<file path="config.mk">
export PLATFORM = sky130hd
export DESIGN_NAME = hex_display_arbiter
export DESIGN_NICKNAME = d
export VERILOG_FILES = /design/src/rtl/hex_display_arbiter.sv
export SDC_FILE = /design/constraint.sdc
export NUM_CORES = 1
export LEC_CHECK = 0
export ABC_CLOCK_PERIOD_IN_PS = 5920
export BUFFER_PORTS_ARGS = -buffer_cell sky130_fd_sc_hd__buf_2
export CAP_MARGIN = 20
export CORE_AREA = 2 2 96 167
export DETAILED_ROUTE_END_ITERATION = 8
export DIE_AREA = 0 0 98 169
export PLACE_DENSITY = 0.78
export SYNTH_ARGS = -nofsm -noshare
export SYNTH_HDL_FRONTEND = slang
export SYNTH_SLANG_ARGS = --single-unit
</file>
<file path="constraint.sdc">
create_clock -name clk -period 5.92 [get_ports clk]
set_input_delay 0.296 -clock clk [delete_from_list [all_inputs] [get_ports clk]]
set_output_delay 0.296 -clock clk [all_outputs]
set_load 0.01 [all_outputs]
</file>
<file path="src/rtl/hex_display_arbiter.sv">
// hex_display_arbiter: keeps the latest snapshot per source and rotates the HEX display round-robin on dwell timer or debounced key press
module hex_display_arbiter #(
    parameter int NUM_SRC         = 4,
    parameter int DWELL_CYCLES    = 50_000_000,
    parameter int DEBOUNCE_CYCLES = 1_000_000
) (
    input  logic                       clk,
    input  logic                       reset,
    input  logic [NUM_SRC-1:0]         src_valid,
    input  logic [24*NUM_SRC-1:0]      src_data,
    output logic [NUM_SRC-1:0]         src_ack,
    input  logic                       key_next_n,
    input  logic                       hold,
    output logic [23:0]                hex_digits,
    output logic [5:0]                 digit_blank,
    output logic [$clog2(NUM_SRC)-1:0] cur_src
);
    localparam int SW  = $clog2(NUM_SRC);
    localparam int DW  = $clog2(DWELL_CYCLES + 1);
    localparam int DBW = $clog2(DEBOUNCE_CYCLES + 1);
    logic [23:0]        snap [NUM_SRC];
    logic [NUM_SRC-1:0] has_data;
    logic               key_s1, key_s2, key_deb;
    logic [DBW-1:0]     deb_cnt;
    logic [DW-1:0]      dwell_cnt;
    logic               deb_done, press, expire, adv, found;
    logic [SW-1:0]      nxt, j;
    assign deb_done = key_s2 != key_deb && deb_cnt == DBW'(DEBOUNCE_CYCLES - 1);
    assign press    = deb_done && !key_s2;
    assign expire   = !hold && dwell_cnt == DW'(DWELL_CYCLES - 1);
    assign adv      = press || expire;
    // Search uses has_data before this cycle's writes, so a first-time write is not yet eligible
    always_comb begin
        nxt   = cur_src;
        found = 1'b0;
        j     = '0;
        for (int k = 1; k < NUM_SRC; k++) begin
            j = SW'((int'(cur_src) + k) % NUM_SRC);
            if (!found && has_data[j]) begin
                nxt   = j;
                found = 1'b1;
            end
        end
    end
    always_ff @(posedge clk) begin
        if (reset) begin
            key_s1      <= 1'b1;
            key_s2      <= 1'b1;
            key_deb     <= 1'b1;
            deb_cnt     <= '0;
            dwell_cnt   <= '0;
            cur_src     <= '0;
            has_data    <= '0;
            src_ack     <= '0;
            hex_digits  <= '0;
            digit_blank <= 6'h3F;
            for (int i = 0; i < NUM_SRC; i++) snap[i] <= '0;
        end else begin
            key_s1      <= key_next_n;
            key_s2      <= key_s1;
            deb_cnt     <= (key_s2 == key_deb || deb_done) ? '0 : deb_cnt + 1'b1;
            key_deb     <= deb_done ? key_s2 : key_deb;
            dwell_cnt   <= (hold || adv) ? '0 : dwell_cnt + 1'b1;
            cur_src     <= adv ? nxt : cur_src;
            src_ack     <= src_valid;
            has_data    <= has_data | src_valid;
            for (int i = 0; i < NUM_SRC; i++)
                if (src_valid[i]) snap[i] <= src_data[24*i +: 24];
            hex_digits  <= snap[cur_src];
            digit_blank <= has_data[cur_src] ? 6'h00 : 6'h3F;
        end
    end
endmodule

</file>
==> reports/metrics.csv <==
metric,value,unit
sort of element at the end of the critical path,register,
signal arrival time at the worst endpoint,2580,ps
standard cell area after detailed placement,0.00822,sq mm
critical path's slowest cell,sky130_fd_sc_hd__nand2_1,
max_slew headroom,28.2,%
area added between synthesis and finish,19.4,%
count of state elements after synthesis,180,
leakage power total,3.40,nW
count of vias placed by the detailed router,4835,
global-route usage over all layers,19.1,%
synthesized area divided by synthesized cell count,12.6,sq um
kind of path behind the tightest hold check,in -> reg,
max-cap viol count,0,
TritonCTS clock tree,built,
Post-Syn Instances,588,
Die X,98,um
number of gates resized after cts,0,
final setup TNS,0,ps
layout cell share with drive strength beyond 1,29.2,%
outcome,"complete, no violations",
Reg power frac,52.9,%
first-pass detailed-route iteration total,4,
net switching component of the power,0.633,mW
fraction of power spent switching nets,23.7,%
share of the synthesized area in the top cell type,38.9,%
Layout Nets,823,
number of sinks on the clock net,180,
"non-filler cells, final",916,
routability-driven placement congestion ratio,0.834,
synthesized net count,694,
1st-iter DRT viols,210,
final hold violation count,0,
DRC errors left,0,
Max Fclk,0.433,GHz
pin count of the biggest net entering global routing,45,
count of flip-flops with a built-in enable after synthesis,96,
ordered cell list for the critical path,"ha_1, nand2_1, nor4_2, a32oi_1, nand2_1, nor2_1",
Netlist Area Pre-Place,0.00741,sq mm
aggregate global routing overflow,0,
top flip-flop cell by instance count after synthesis,sky130_fd_sc_hd__edfxtp_1,
required time at the worst-slack endpoint,6190,ps
Rows,60,
Die Y-Extent,169,um
Gate power share,5.5,%
Routed WL,15.9,mm
initial standard-cell utilization of the core,48.6,%
Pins Over Slew Limit,0,
total power draw,2.67,mW
Internal Dissipation,2.03,mW
Antenna diodes,0,
number of setup violations in the final report,0,
post-cts hold buffer count,0,
most area-consuming cells after synthesis,"sky130_fd_sc_hd__edfxtp_1 (39%), sky130_fd_sc_hd__dfxtp_1 (23%), sky130_fd_sc_hd__and2_1 (8.2%)",
fill cell instance count of the final layout,1197,
Longest Clk Path Bufs,2,
post-layout min period,2310,ps
total CTS buffers,17,
clock-pin slew reported for the worst setup and hold paths after clock tree synthesis,70,ps
asr flop ratio synth,0,%
RSZ-0062 raised after global routing,false,
number of library cell types mapped by synthesis,45,
WL per Instance,17.4,um
number of port buffers,139,
post-CTS setup buffer count,0,
full die area,0.0166,sq mm
class of the most critical setup path,reg -> reg,
Avg Vias per Cell,5.28,
maximum vdd ir drop,0.224,mV
cell type with the largest total area after synthesis,sky130_fd_sc_hd__edfxtp_1,
total non-filler cell area in the finished layout,0.00885,sq mm
clock network fraction of total power,41.6,%
slew at the pin with the worst max-slew slack,1070,ps
cell repeated most along the worst path,sky130_fd_sc_hd__nand2_1,
Critical Path Source Type,register,
via count of the first global-routing pass,5068,
stage delay of the slowest cell on the critical path,650,ps
number of warning messages in the yosys log,0,
top-level port count,140,
number of placed instances with taps included,883,
root cell of the clock tree,sky130_fd_sc_hd__clkbuf_16,
HPWL Detailed,11.2,mm
global-route wire length before repair,24.6,mm
antenna-violating nets left,0,
H-tree levels,4,
clock latency of the later-clocked register in the worst-skew pair,420,ps
critical-path maximum fanout,25,
areal power density over the cells,301,mW/mm^2
antenna violations before repair,0,
WHS,57.9,ps
proportion of synthesized chip area in sequential cells,61.6,%
Layout Skew,12.1,ps
portion of the clock cycle consumed by the worst path in the final layout,39.0,%
Core Region,0.0152,sq mm
-- worst max-delay path: cells and delay by family, from the launching register on --
| family | cells | cell delay [ps] |
|---|---|---|
| AND/OR/NAND/NOR | 4 | 1210 |
| flip-flops | 1 | 410 |
| AO/OA/AOI/OAI | 1 | 280 |
| adder cells (fa/ha/maj) | 1 | 270 |
-- per-layer routing --
| metal | GRT usage, % | vias up | part of all wire (%) |
|---|---|---|---|
| met2 | 36.0 | 149 | 57 |
| li1 | - | 2309 | - |
| met5 | 0 | - | 0 |
| met4 | 9.36 | 0 | 3.0 |
| met3 | 3.80 | 29 | 3.9 |
| met1 | 19.8 | 2348 | 36 |
-- registers in the layout (all words and copies together), names as in the netlist --
signal	cells
digit_blank	1
key_deb	1
cur_src	2
key_s2	1
snap	96
hex_digits	24
dwell_cnt	26
deb_cnt	20
key_s1	1
src_ack	4
has_data	4
-- area by class of cell --
type	count	area (sq um)	area share, %
flip-flops and latches	180	4570	51.6
multi-input cells	373	2700	30.5
repair buffers	140	723	8.17
clock buffers	17	425	4.81
well taps	186	233	2.63
clock inverters	15	183	2.06
inverters	5	18.8	0.212
-- cell families after synthesis --
| group | Yosys count | share of synthesized area, % |
|---|---|---|
| and+or+nand+nor | 288 | 21.8 |
| buffers and inverters | 35 | 2.08 |
| DFF | 180 | 61.6 |
| adders and majority gates | 2 | 0.338 |
| xor gates and xnor gates | 43 | 5.08 |
| AOI/OAI and AO/OA | 15 | 1.50 |
| muxes | 25 | 7.60 |
-- power groups by stage --
stage / clock network [mW] / registers [mW] / logic, mW
finish: 1.11 / 1.41 / 0.147
global route: 1.17 / 1.42 / 0.160
CTS: 1.12 / 1.41 / 0.149
detailed placement: 0 / 1.44 / 0.149
global placement: 0 / 1.43 / 0.146
floorplan: 0 / 1.43 / 0.0759
-- synthesized netlist by cell type (2+ instances only) --
master and instances:
sky130_fd_sc_hd__nor4_2 3, sky130_fd_sc_hd__nand3_1 14, sky130_fd_sc_hd__buf_2 3, sky130_fd_sc_hd__nand2b_1 5, sky130_fd_sc_hd__nand4bb_1 2, sky130_fd_sc_hd__nand4_1 12, sky130_fd_sc_hd__mux4_2 25, sky130_fd_sc_hd__xnor2_1 22
sky130_fd_sc_hd__ha_1 2, sky130_fd_sc_hd__inv_1 5, sky130_fd_sc_hd__or2_2 6, sky130_fd_sc_hd__and2_1 97, sky130_fd_sc_hd__nor4b_1 2, sky130_fd_sc_hd__a21oi_1 2, sky130_fd_sc_hd__nand2_1 23, sky130_fd_sc_hd__or4_1 3
sky130_fd_sc_hd__nor4_1 5, sky130_fd_sc_hd__nor2b_1 29, sky130_fd_sc_hd__dfxtp_1 84, sky130_fd_sc_hd__nor3_1 7, sky130_fd_sc_hd__xor2_1 21, sky130_fd_sc_hd__edfxtp_1 96, sky130_fd_sc_hd__clkbuf_1 19, sky130_fd_sc_hd__nor2_1 65
sky130_fd_sc_hd__o21ai_0 3, sky130_fd_sc_hd__buf_4 5, sky130_fd_sc_hd__and4_1 3, sky130_fd_sc_hd__and3_1 6, sky130_fd_sc_hd__buf_1 3
-- cells in the final DEF (no fill, tap or decap), types with 2 or more instances in the layout --
master                      count
sky130_fd_sc_hd__nor4_1         5
sky130_fd_sc_hd__and2_1        97
sky130_fd_sc_hd__o21ai_0        3
sky130_fd_sc_hd__inv_8          3
sky130_fd_sc_hd__nor2_1        65
sky130_fd_sc_hd__inv_6          4
sky130_fd_sc_hd__nand3_1       14
sky130_fd_sc_hd__clkinv_8       6
sky130_fd_sc_hd__inv_1          5
sky130_fd_sc_hd__nand4bb_1      2
sky130_fd_sc_hd__edfxtp_1      96
sky130_fd_sc_hd__clkbuf_16     17
sky130_fd_sc_hd__ha_1           2
sky130_fd_sc_hd__nor2b_1       25
sky130_fd_sc_hd__or2_2          6
sky130_fd_sc_hd__nand2_1       23
sky130_fd_sc_hd__nor3_1         7
sky130_fd_sc_hd__dfxtp_2        2
sky130_fd_sc_hd__and4_1         3
sky130_fd_sc_hd__and3_1         6
sky130_fd_sc_hd__dfxtp_1       82
sky130_fd_sc_hd__nor2b_2        4
sky130_fd_sc_hd__or4_1          3
sky130_fd_sc_hd__nor4_2         3
sky130_fd_sc_hd__nor4b_1        2
sky130_fd_sc_hd__xnor2_1       22
sky130_fd_sc_hd__mux4_2        25
sky130_fd_sc_hd__nand2b_1       5
sky130_fd_sc_hd__nand4_1       12
sky130_fd_sc_hd__buf_2        139
sky130_fd_sc_hd__xor2_1        21
sky130_fd_sc_hd__a21oi_1        2
-- path summary, 6_finish.rpt --
path	startpoint	endpoint	slack, ps	cells after the start
hold reg to reg	key_s1$_SDFF_PP1_	key_s2$_SDFF_PP1_	410	1
hold / removal	key_next_n	key_s1$_SDFF_PP1_	60	2
setup / recovery	deb_cnt[0]$_SDFF_PP0_	dwell_cnt[16]$_SDFF_PP0_	3610	6
setup reg to reg	deb_cnt[0]$_SDFF_PP0_	dwell_cnt[16]$_SDFF_PP0_	3610	6
-- through the flow --
step           worst slack, ps  utilization (%)
2_1_floorplan             3980                -
3_3_place_gp              3630             53.9
3_5_place_dp              3570             53.9
4_1_cts                   3530             57.9
5_1_grt                   3360             58.1
6_report                  3610             58.1
Note: power is estimated with default switching activity, not from simulation.
